<file path="src/rtl/hdmi_src_arbiter_pkg.sv">
// Shared types and constants for the frame-aligned 2:1 HDMI source arbiter.
package hdmi_src_arbiter_pkg;

    // Active lines per frame for CEA-861-D 1080p30; matches the timing-generator package.
    localparam int unsigned ACTIVE_LINES = 1080;

    typedef enum logic [1:0] {
        IDLE_S = 2'd0,
        SEEK_S = 2'd1,
        FWD_S  = 2'd2
    } arb_state_e;

    // Width of a counter that can hold 0..lines inclusive.
    function automatic int unsigned line_cnt_width(input int unsigned lines);
        return $clog2(lines + 1);
    endfunction

endpackage

</file>
<file path="src/rtl/hdmi_src_arbiter_axis_mux2.sv">
// Combinational 2:1 AXI4-Stream mux with a forward/drop control for the
// selected input and a fixed ready level for the non-selected input.
module hdmi_src_arbiter_axis_mux2 #(
    parameter int unsigned DATA_W = 30
) (
    input  logic              sel,
    input  logic              fwd,
    input  logic              drop,
    input  logic              unsel_ready,
    input  logic [DATA_W-1:0] s0_tdata,
    input  logic              s0_tvalid,
    output logic              s0_tready,
    input  logic              s0_tuser,
    input  logic              s0_tlast,
    input  logic [DATA_W-1:0] s1_tdata,
    input  logic              s1_tvalid,
    output logic              s1_tready,
    input  logic              s1_tuser,
    input  logic              s1_tlast,
    output logic [DATA_W-1:0] m_tdata,
    output logic              m_tvalid,
    input  logic              m_tready,
    output logic              m_tuser,
    output logic              m_tlast
);

    logic act_ready;

    // Payload sidebands are not gated so the caller can inspect tuser before deciding to forward.
    assign m_tdata  = sel ? s1_tdata : s0_tdata;
    assign m_tuser  = sel ? s1_tuser : s0_tuser;
    assign m_tlast  = sel ? s1_tlast : s0_tlast;
    assign m_tvalid = (sel ? s1_tvalid : s0_tvalid) & fwd;

    // Dropped beats are accepted locally; forwarded beats follow downstream ready.
    assign act_ready = drop | (fwd & m_tready);
    assign s0_tready = sel ? unsel_ready : act_ready;
    assign s1_tready = sel ? act_ready : unsel_ready;

endmodule

</file>
<file path="src/rtl/hdmi_src_arbiter.sv">
// Frame-aligned 2:1 video source arbiter. Switches sources only on frame
// boundaries, hunts for start-of-frame after a switch, counts mid-frame SOFs.
module hdmi_src_arbiter
    import hdmi_src_arbiter_pkg::*;
#(
    parameter int unsigned PX_WIDTH    = 10,
    parameter int unsigned FRAME_LINES = ACTIVE_LINES,
    parameter bit          DRAIN_UNSEL = 1'b1
) (
    input  logic                    clk_i,
    input  logic                    rst_i,
    input  logic [PX_WIDTH*3-1:0]   video_0_tdata,
    input  logic                    video_0_tvalid,
    output logic                    video_0_tready,
    input  logic                    video_0_tuser,
    input  logic                    video_0_tlast,
    input  logic [PX_WIDTH*3-1:0]   video_1_tdata,
    input  logic                    video_1_tvalid,
    output logic                    video_1_tready,
    input  logic                    video_1_tuser,
    input  logic                    video_1_tlast,
    output logic [PX_WIDTH*3-1:0]   video_o_tdata,
    output logic                    video_o_tvalid,
    input  logic                    video_o_tready,
    output logic                    video_o_tuser,
    output logic                    video_o_tlast,
    input  logic                    sel_i,
    output logic                    active_src_o,
    output logic                    locked_o,
    output logic                    switch_o,
    output logic [15:0]             sof_err_cnt_o
);

    localparam int unsigned CNT_W = line_cnt_width(FRAME_LINES);
    localparam logic [CNT_W-1:0] LAST_LINE = CNT_W'(FRAME_LINES - 1);

    arb_state_e        state, state_nxt;
    logic [CNT_W-1:0]  line_cnt, line_nxt, base_cnt;
    logic              active_src, src_nxt;
    logic              locked, locked_nxt;
    logic              switch_p, switch_nxt;
    logic [15:0]       err_cnt, err_nxt;
    logic              frame_end;
    logic              fwd, drop, unsel_ready;
    logic              hs;

    hdmi_src_arbiter_axis_mux2 #(
        .DATA_W (PX_WIDTH * 3)
    ) u_mux (
        .sel         (active_src),
        .fwd         (fwd),
        .drop        (drop),
        .unsel_ready (unsel_ready),
        .s0_tdata    (video_0_tdata),
        .s0_tvalid   (video_0_tvalid),
        .s0_tready   (video_0_tready),
        .s0_tuser    (video_0_tuser),
        .s0_tlast    (video_0_tlast),
        .s1_tdata    (video_1_tdata),
        .s1_tvalid   (video_1_tvalid),
        .s1_tready   (video_1_tready),
        .s1_tuser    (video_1_tuser),
        .s1_tlast    (video_1_tlast),
        .m_tdata     (video_o_tdata),
        .m_tvalid    (video_o_tvalid),
        .m_tready    (video_o_tready),
        .m_tuser     (video_o_tuser),
        .m_tlast     (video_o_tlast)
    );

    assign hs = video_o_tvalid & video_o_tready;

    // Mux control: in SEEK only a SOF beat is presented, everything else is dropped.
    always_comb begin
        fwd         = 1'b0;
        drop        = 1'b0;
        unsel_ready = 1'b0;
        unique case (state)
            SEEK_S: begin
                fwd         = video_o_tuser;
                drop        = ~video_o_tuser;
                unsel_ready = DRAIN_UNSEL;
            end
            FWD_S: begin
                fwd         = 1'b1;
                unsel_ready = DRAIN_UNSEL;
            end
            default: ;
        endcase
    end

    // Next state, line counting, frame-boundary source selection and SOF error counting.
    // A SOF handshake restarts the count from zero in both SEEK and FWD, so one path covers both.
    always_comb begin
        state_nxt  = state;
        line_nxt   = line_cnt;
        src_nxt    = active_src;
        switch_nxt = 1'b0;
        err_nxt    = err_cnt;
        base_cnt   = line_cnt;
        frame_end  = 1'b0;
        locked_nxt = 1'b0;
        if (state == IDLE_S) begin
            state_nxt = SEEK_S;
            src_nxt   = sel_i;
        end else if (hs) begin
            state_nxt = FWD_S;
            if (video_o_tuser) begin
                base_cnt = '0;
                if (state == FWD_S && err_cnt != '1) begin
                    err_nxt = err_cnt + 16'd1;
                end
            end
            if (video_o_tlast) begin
                if (base_cnt == LAST_LINE) begin
                    frame_end = 1'b1;
                end else begin
                    line_nxt = base_cnt + 1'b1;
                end
            end else begin
                line_nxt = base_cnt;
            end
        end
        if (frame_end) begin
            state_nxt  = SEEK_S;
            line_nxt   = '0;
            src_nxt    = sel_i;
            switch_nxt = (sel_i != active_src);
        end
        locked_nxt = (state_nxt == FWD_S);
    end

    // State and status registers.
    always_ff @(posedge clk_i or posedge rst_i) begin
        if (rst_i) begin
            state      <= IDLE_S;
            line_cnt   <= '0;
            active_src <= 1'b0;
            locked     <= 1'b0;
            switch_p   <= 1'b0;
            err_cnt    <= '0;
        end else begin
            state      <= state_nxt;
            line_cnt   <= line_nxt;
            active_src <= src_nxt;
            locked     <= locked_nxt;
            switch_p   <= switch_nxt;
            err_cnt    <= err_nxt;
        end
    end

    assign active_src_o  = active_src;
    assign locked_o      = locked;
    assign switch_o      = switch_p;
    assign sof_err_cnt_o = err_cnt;

endmodule

</file>
<file path="config.mk">
export PLATFORM = sky130hd
export DESIGN_NAME = hdmi_src_arbiter
export DESIGN_NICKNAME = d
export VERILOG_FILES = /design/src/rtl/hdmi_src_arbiter_pkg.sv /design/src/rtl/hdmi_src_arbiter_axis_mux2.sv /design/src/rtl/hdmi_src_arbiter.sv
export SDC_FILE = /design/constraint.sdc
export NUM_CORES = 1
export LEC_CHECK = 0
export CAP_MARGIN = 15
export CORE_MARGIN = 4
export CORE_UTILIZATION = 42
export CTS_CLUSTER_DIAMETER = 100
export DETAILED_ROUTE_END_ITERATION = 8
export GPL_TIMING_DRIVEN = 0
export PLACE_DENSITY = 0.87
export RECOVER_POWER = 50
export SLEW_MARGIN = 20
export SYNTH_ARGS = -nofsm -noshare
export SYNTH_HDL_FRONTEND = slang
export SYNTH_SLANG_ARGS = --single-unit
</file>
<file path="constraint.sdc">
create_clock -name clk_i -period 5.14 [get_ports clk_i]
set_input_delay 1.028 -clock clk_i [delete_from_list [all_inputs] [get_ports clk_i]]
set_output_delay 1.028 -clock clk_i [all_outputs]
set_load 0.05 [all_outputs]
</file>
# Yosys cells after proc, flatten, opt, wreduce, memory -nomap -nowiden
# Cells that the tools add are included.
[totals] input_bits=70 wordCells=56 regBits=32 output_inout_bits=54
[classes] add_sub_neg=2 n_mux=27 bitwise_logic=6 reduce_logical=7 eq_ne=8
[ops] cell="two-way mux 11 bit" n=8
[ops] cell="two-way mux 30 bit" n=1
[ops] cell="adder 16 x 1 -> 16 bit, second input constant" n=1
[ops] cell="!= test 16 bit, second input constant" n=1
[ops] cell="two-way mux 1 bit" n=14
[ops] cell="adder 11 x 1 -> 11 bit, second input constant" n=1
[ops] cell="== test 11 bit, second input constant" n=1
[ops] cell="two-way mux 2 bit" n=3
[ops] cell="== test 2 bit, second input constant" n=2
[ops] cell="AND reduction 4 bit" n=1
[ops] cell="nonzero test 2 bit" n=2
[ops] cell="AND 1 bit" n=3
[ops] cell="!= test 3 bit, second input constant" n=1
[ops] cell="AND reduction 3 bit" n=1
[ops] cell="== test 2 x 1 -> 1 bit, second input constant" n=1
[ops] cell="logical NOT 2 bit" n=1
[ops] cell="!= test 2 bit, second input constant" n=1
[ops] cell="NOT 1 bit" n=2
[ops] cell="case mux 1 bit (2 select lines)" n=1
[ops] cell="OR reduction 2 bit" n=1
[ops] cell="logical AND 1 bit" n=1
[ops] cell="!= test 1 bit" n=1
[ops] cell="bitwise OR 1 bit" n=1

# Longest topological paths before layout
[depth] word_depth=13 depth_mapped=8 depth_no_buf=8

# Cells and area by module
# From an unflattened synthesis, not the netlist that was laid out.
[unflattened] hier_cells=238 area_unflattened_um2=2524.9
[modules_own_cells] module="hdmi_src_arbiter" n_inst=1 seq_area_each_um2=800.8 cells_each=195 area_per_inst_um2=1948.1
[modules_own_cells] module="hdmi_src_arbiter_axis_mux2" n_inst=1 seq_area_each_um2=0.0 cells_each=43 area_per_inst_um2=576.8

# Worst setup path after synthesis
# No wires, ideal clock.
[synth_timing] path_kind="input to output" start="input port video_0_tuser" end="output port video_o_tvalid" slack_ps=2128 cell_stages=4 required_ps=4112 arrival_ps=1984 path_cell_list="mux2i_2 inv_2 a21oi_2 nor2_1"
[synth_between] elab_chain_len=3
[synth_rtl] item="start: declaration" line="hdmi_src_arbiter.sv:15" source="input logic video_0_tuser,"
[synth_rtl] item="two-way mux 1 bit" line="hdmi_src_arbiter_axis_mux2.sv:31" source="assign m_tuser = sel ? s1_tuser : s0_tuser;"
[synth_rtl] item="case mux 1 bit (2 select lines)" line="hdmi_src_arbiter.sv:78" source="unique case (state)"
[synth_rtl] item="AND 1 bit" line="hdmi_src_arbiter_axis_mux2.sv:33" source="assign m_tvalid = (sel ? s1_tvalid : s0_tvalid) & fwd;"
[synth_rtl] item="end: declaration" line="hdmi_src_arbiter.sv:23" source="output logic video_o_tvalid,"
# Every way passes these cells.

# Final worst setup path
# Same ends and word-level chain as after synthesis.

==> results.txt <==
Layout cells sized above 1 - 16.0%
Crit-path max FO - 6
TritonCTS clock tree - yes
Sw Share - 46.4%
Leakage power - 1.52 nW
Fin nets - 423
Wire length per cell after detailed routing - 16.1 um
Setup TNS - 0 ns
Top_reg_cell synth - dfrtp_1
CTS root buf - clkbuf_8
Clock network power share - 17.2%
CP Data Required Time - 4.11 ns
Synth cell types - 49
FMAX - 0.227 GHz
Final WS setup - 0.735 ns
Overall power - 0.00156 W
Cell area after synthesis - 0.00221 sq mm
Vias per inst - 5.28
P&R area growth vs syn - 64.9%
Worst-skew pair later-pin latency - 0.29 ns
Starting Density - 43.2%
Cts repair resizes - 0
Post-route cell area - 0.00364 sq mm
Register Area - 801 sq um
Yosys top cell by area - dfrtp_1
Gpl congestion - 0.856
Row count - 26
Final min period - 4.40 ns
CTS Buffer Depth - 2
CTS Hold Bufs - 0
Async S/R FF share, synth - 100%
PwrDens - 428 mW/mm^2
Critical Path Start Type - primary input
List of most frequent post-synthesis cells - 34 x mux2_2, 32 x dfrtp_1, 19 x nand2_1
CTS H-tree lvls - 2
Reg power frac - 19.9%
Mapped Nets - 293
Initial antenna violation count - 0
Internal - 0.000834 W
Final std cells w/o fill - 419
GRT Residual Overflow - 0
Count leader, synth - mux2_2
Filler cell count - 369
Die height - 80.5 um
Antenna-violating nets left - 0
DRC Markers - 0
Unrepaired setup endpoints after global routing - no
Port Buf Inserts - 123
Final Cycle Share - 85.7%
MaxCap Viol Count - 0
Post-CTS Setup Bufs - 0
Number of synthesized flops with an enable pin - 0
Cell chain of the critical path - dlygate4sd3_1 > mux2i_1 > inv_1 > a21oi_2 > nor2_1 > clkdlybuf4s50_1
Via count - 2,213
CTS Sinks - 32
Diodes inserted - 0
Largest net degree at the start of global routing - 33
Post-Syn Instances - 218
CP Class - in -> out
Worst-path clk slew - 0.07 ns
Ports - 124
GRT Total Usage - 21.4%
Final Hold Viols - 0
Yosys warns - 0
Worst path max stage delay - 0.71 ns
Dpl cell area - 0.00352 sq mm
Number of global-route vias before repair - 2,326
DIE AREA - 0.00648 sq mm
First-pass DRT Iterations - 4
First-pass GRT wire length - 10,700 um
Post-route clock skew - 0.00847 ns
Dpl cells - 411
1st-iter DRT viols - 170
Die width - 80.5 um
Post-synthesis area per instance - 10.1 sq um
CP Capture Type - primary output
P_sw - 0.000723 W
Area share of the largest cell type after synthesis - 36.3%
TritonCTS buffer count - 5
CP arrival - 3.38 ns
Sequential-to-total area share from yosys stat - 36.3%
Area contributors post-synth - dfrtp_1 36%, mux2_2 17%, xnor2_1 4.4%
Worst-Margin Slew - 1.20 ns
CP max-delay cell - clkdlybuf4s50_1
Pre-CTS setup slack - 1.10 ns
Gate power share - 62.9%
Yosys reg bits - 32
Core Box Area - 0.00511 sq mm
Peak supply drop - 0.304 mV
Endpoints failing setup - 0
Area of the multi-input gates - 0.00133 sq mm
Fin. max-slew vios - 0
Outcome - completed
DP Wirelength - 5510 um
Max_slew headroom - 19.7%
Hold Crit Class - reg -> reg
DRT Wirelength - 6750 um
## power by group through the flow
stage | Sequential [W] | Clock, W | Combinational (W)
2_1_floorplan | 0.000344 | 0 | 0.000668
3_3_place_gp | 0.000314 | 0 | 0.000972
3_5_place_dp | 0.000314 | 0 | 0.000989
4_1_cts | 0.000310 | 0.000271 | 0.000992
5_1_grt | 0.000313 | 0.000281 | 0.00103
6_report | 0.000309 | 0.000268 | 0.000980
## area by class of cell
cell class              count  share of cell area, %
repair buffers            123                   33.8
flip-flops and latches     32                   22.0
well taps                  70                   2.41
multi-input cells         173                   36.6
clock inverters             1                  0.825
clock buffers               7                   2.65
inverters                   6                  0.688
plain buffers               7                  0.997
## cells by family (layout without fill, tap and decap cells)
kind of cell | count (synthesis) | in the layout | share of synthesized area, %
fa+ha+maj | 5 | 5 | 2.84
buf+inv | 13 | 144 | 3.12
mux | 39 | 39 | 20.6
compound gates | 29 | 29 | 9.08
flops | 32 | 32 | 36.3
simple gates | 84 | 84 | 21.7
xor+xnor | 16 | 16 | 6.35
## registers in the layout, indices dropped and copies added (netlist names)
register and flops:
state 2, locked_o 1, line_cnt 11, sof_err_cnt_o 16, active_src_o 1, switch_o 1
## final timing paths
kind | from | to | slack (ns) | depth (start not counted)
min | line_cnt[10] | line_cnt[10] | 0.48 | 1
min reg2reg | line_cnt[10] | line_cnt[10] | 0.48 | 1
min in group asynchronous | rst_i | line_cnt[9] | 1.50 | 2
max in group asynchronous | rst_i | line_cnt[2] | 2.92 | 2
max | video_0_tuser | video_o_tvalid | 0.74 | 6
max reg2reg | active_src_o | line_cnt[8] | 2.59 | 8
## cell usage in the layout, fill, tap and decap left out, drive strengths merged
master / count
a2bb2oi: 1
ha: 5
o21ai: 11
nand2: 19
o31ai: 1
or4: 1
a22o: 2
nor2: 12
nor3: 7
o22a: 1
dfrtp: 32
and3: 6
o2bb2ai: 1
o41ai: 1
or3: 1
nor2b: 1
nand3b: 1
nor4: 1
nor4b: 3
xor2: 5
xnor2: 11
a32o: 1
o21ba: 1
mux2i: 4
nand4: 10
clkdlybuf4s50: 108
and4: 3
o21a: 4
and4b: 1
and2: 6
buf: 3
mux2: 35
a211oi: 1
nand3: 12
a21o: 1
bufinv: 1
a21oi: 3
clkbuf: 11
inv: 6
dlygate4sd3: 15
## layer usage
layer | share of wire [%] | global-route usage, % | vias to the layer above
li1 | - | - | 1054
met1 | 38 | 24.1 | 1057
met2 | 52 | 38.0 | 94
met3 | 8.1 | 7.06 | 8
met4 | 1.3 | 6.42 | 0
met5 | 0 | 0 | -
## worst max-delay path: cells and delay by family
| kind | cells | cell delay, ns |
|---|---|---|
| buf+inv | 3 | 1.50 |
| simple gates | 1 | 0.08 |
| compound gates | 1 | 0.26 |
| mux | 1 | 0.50 |
## through the flow
stage | hold WS (ns) | util [%]
floorplan | 0.443 | -
global placement | 0.464 | 69.0
detailed placement | 0.472 | 69.0
CTS | 0.481 | 71.5
global route | 0.522 | 71.2
finish | 0.479 | 71.2
(Power assumes the default switching activity.)
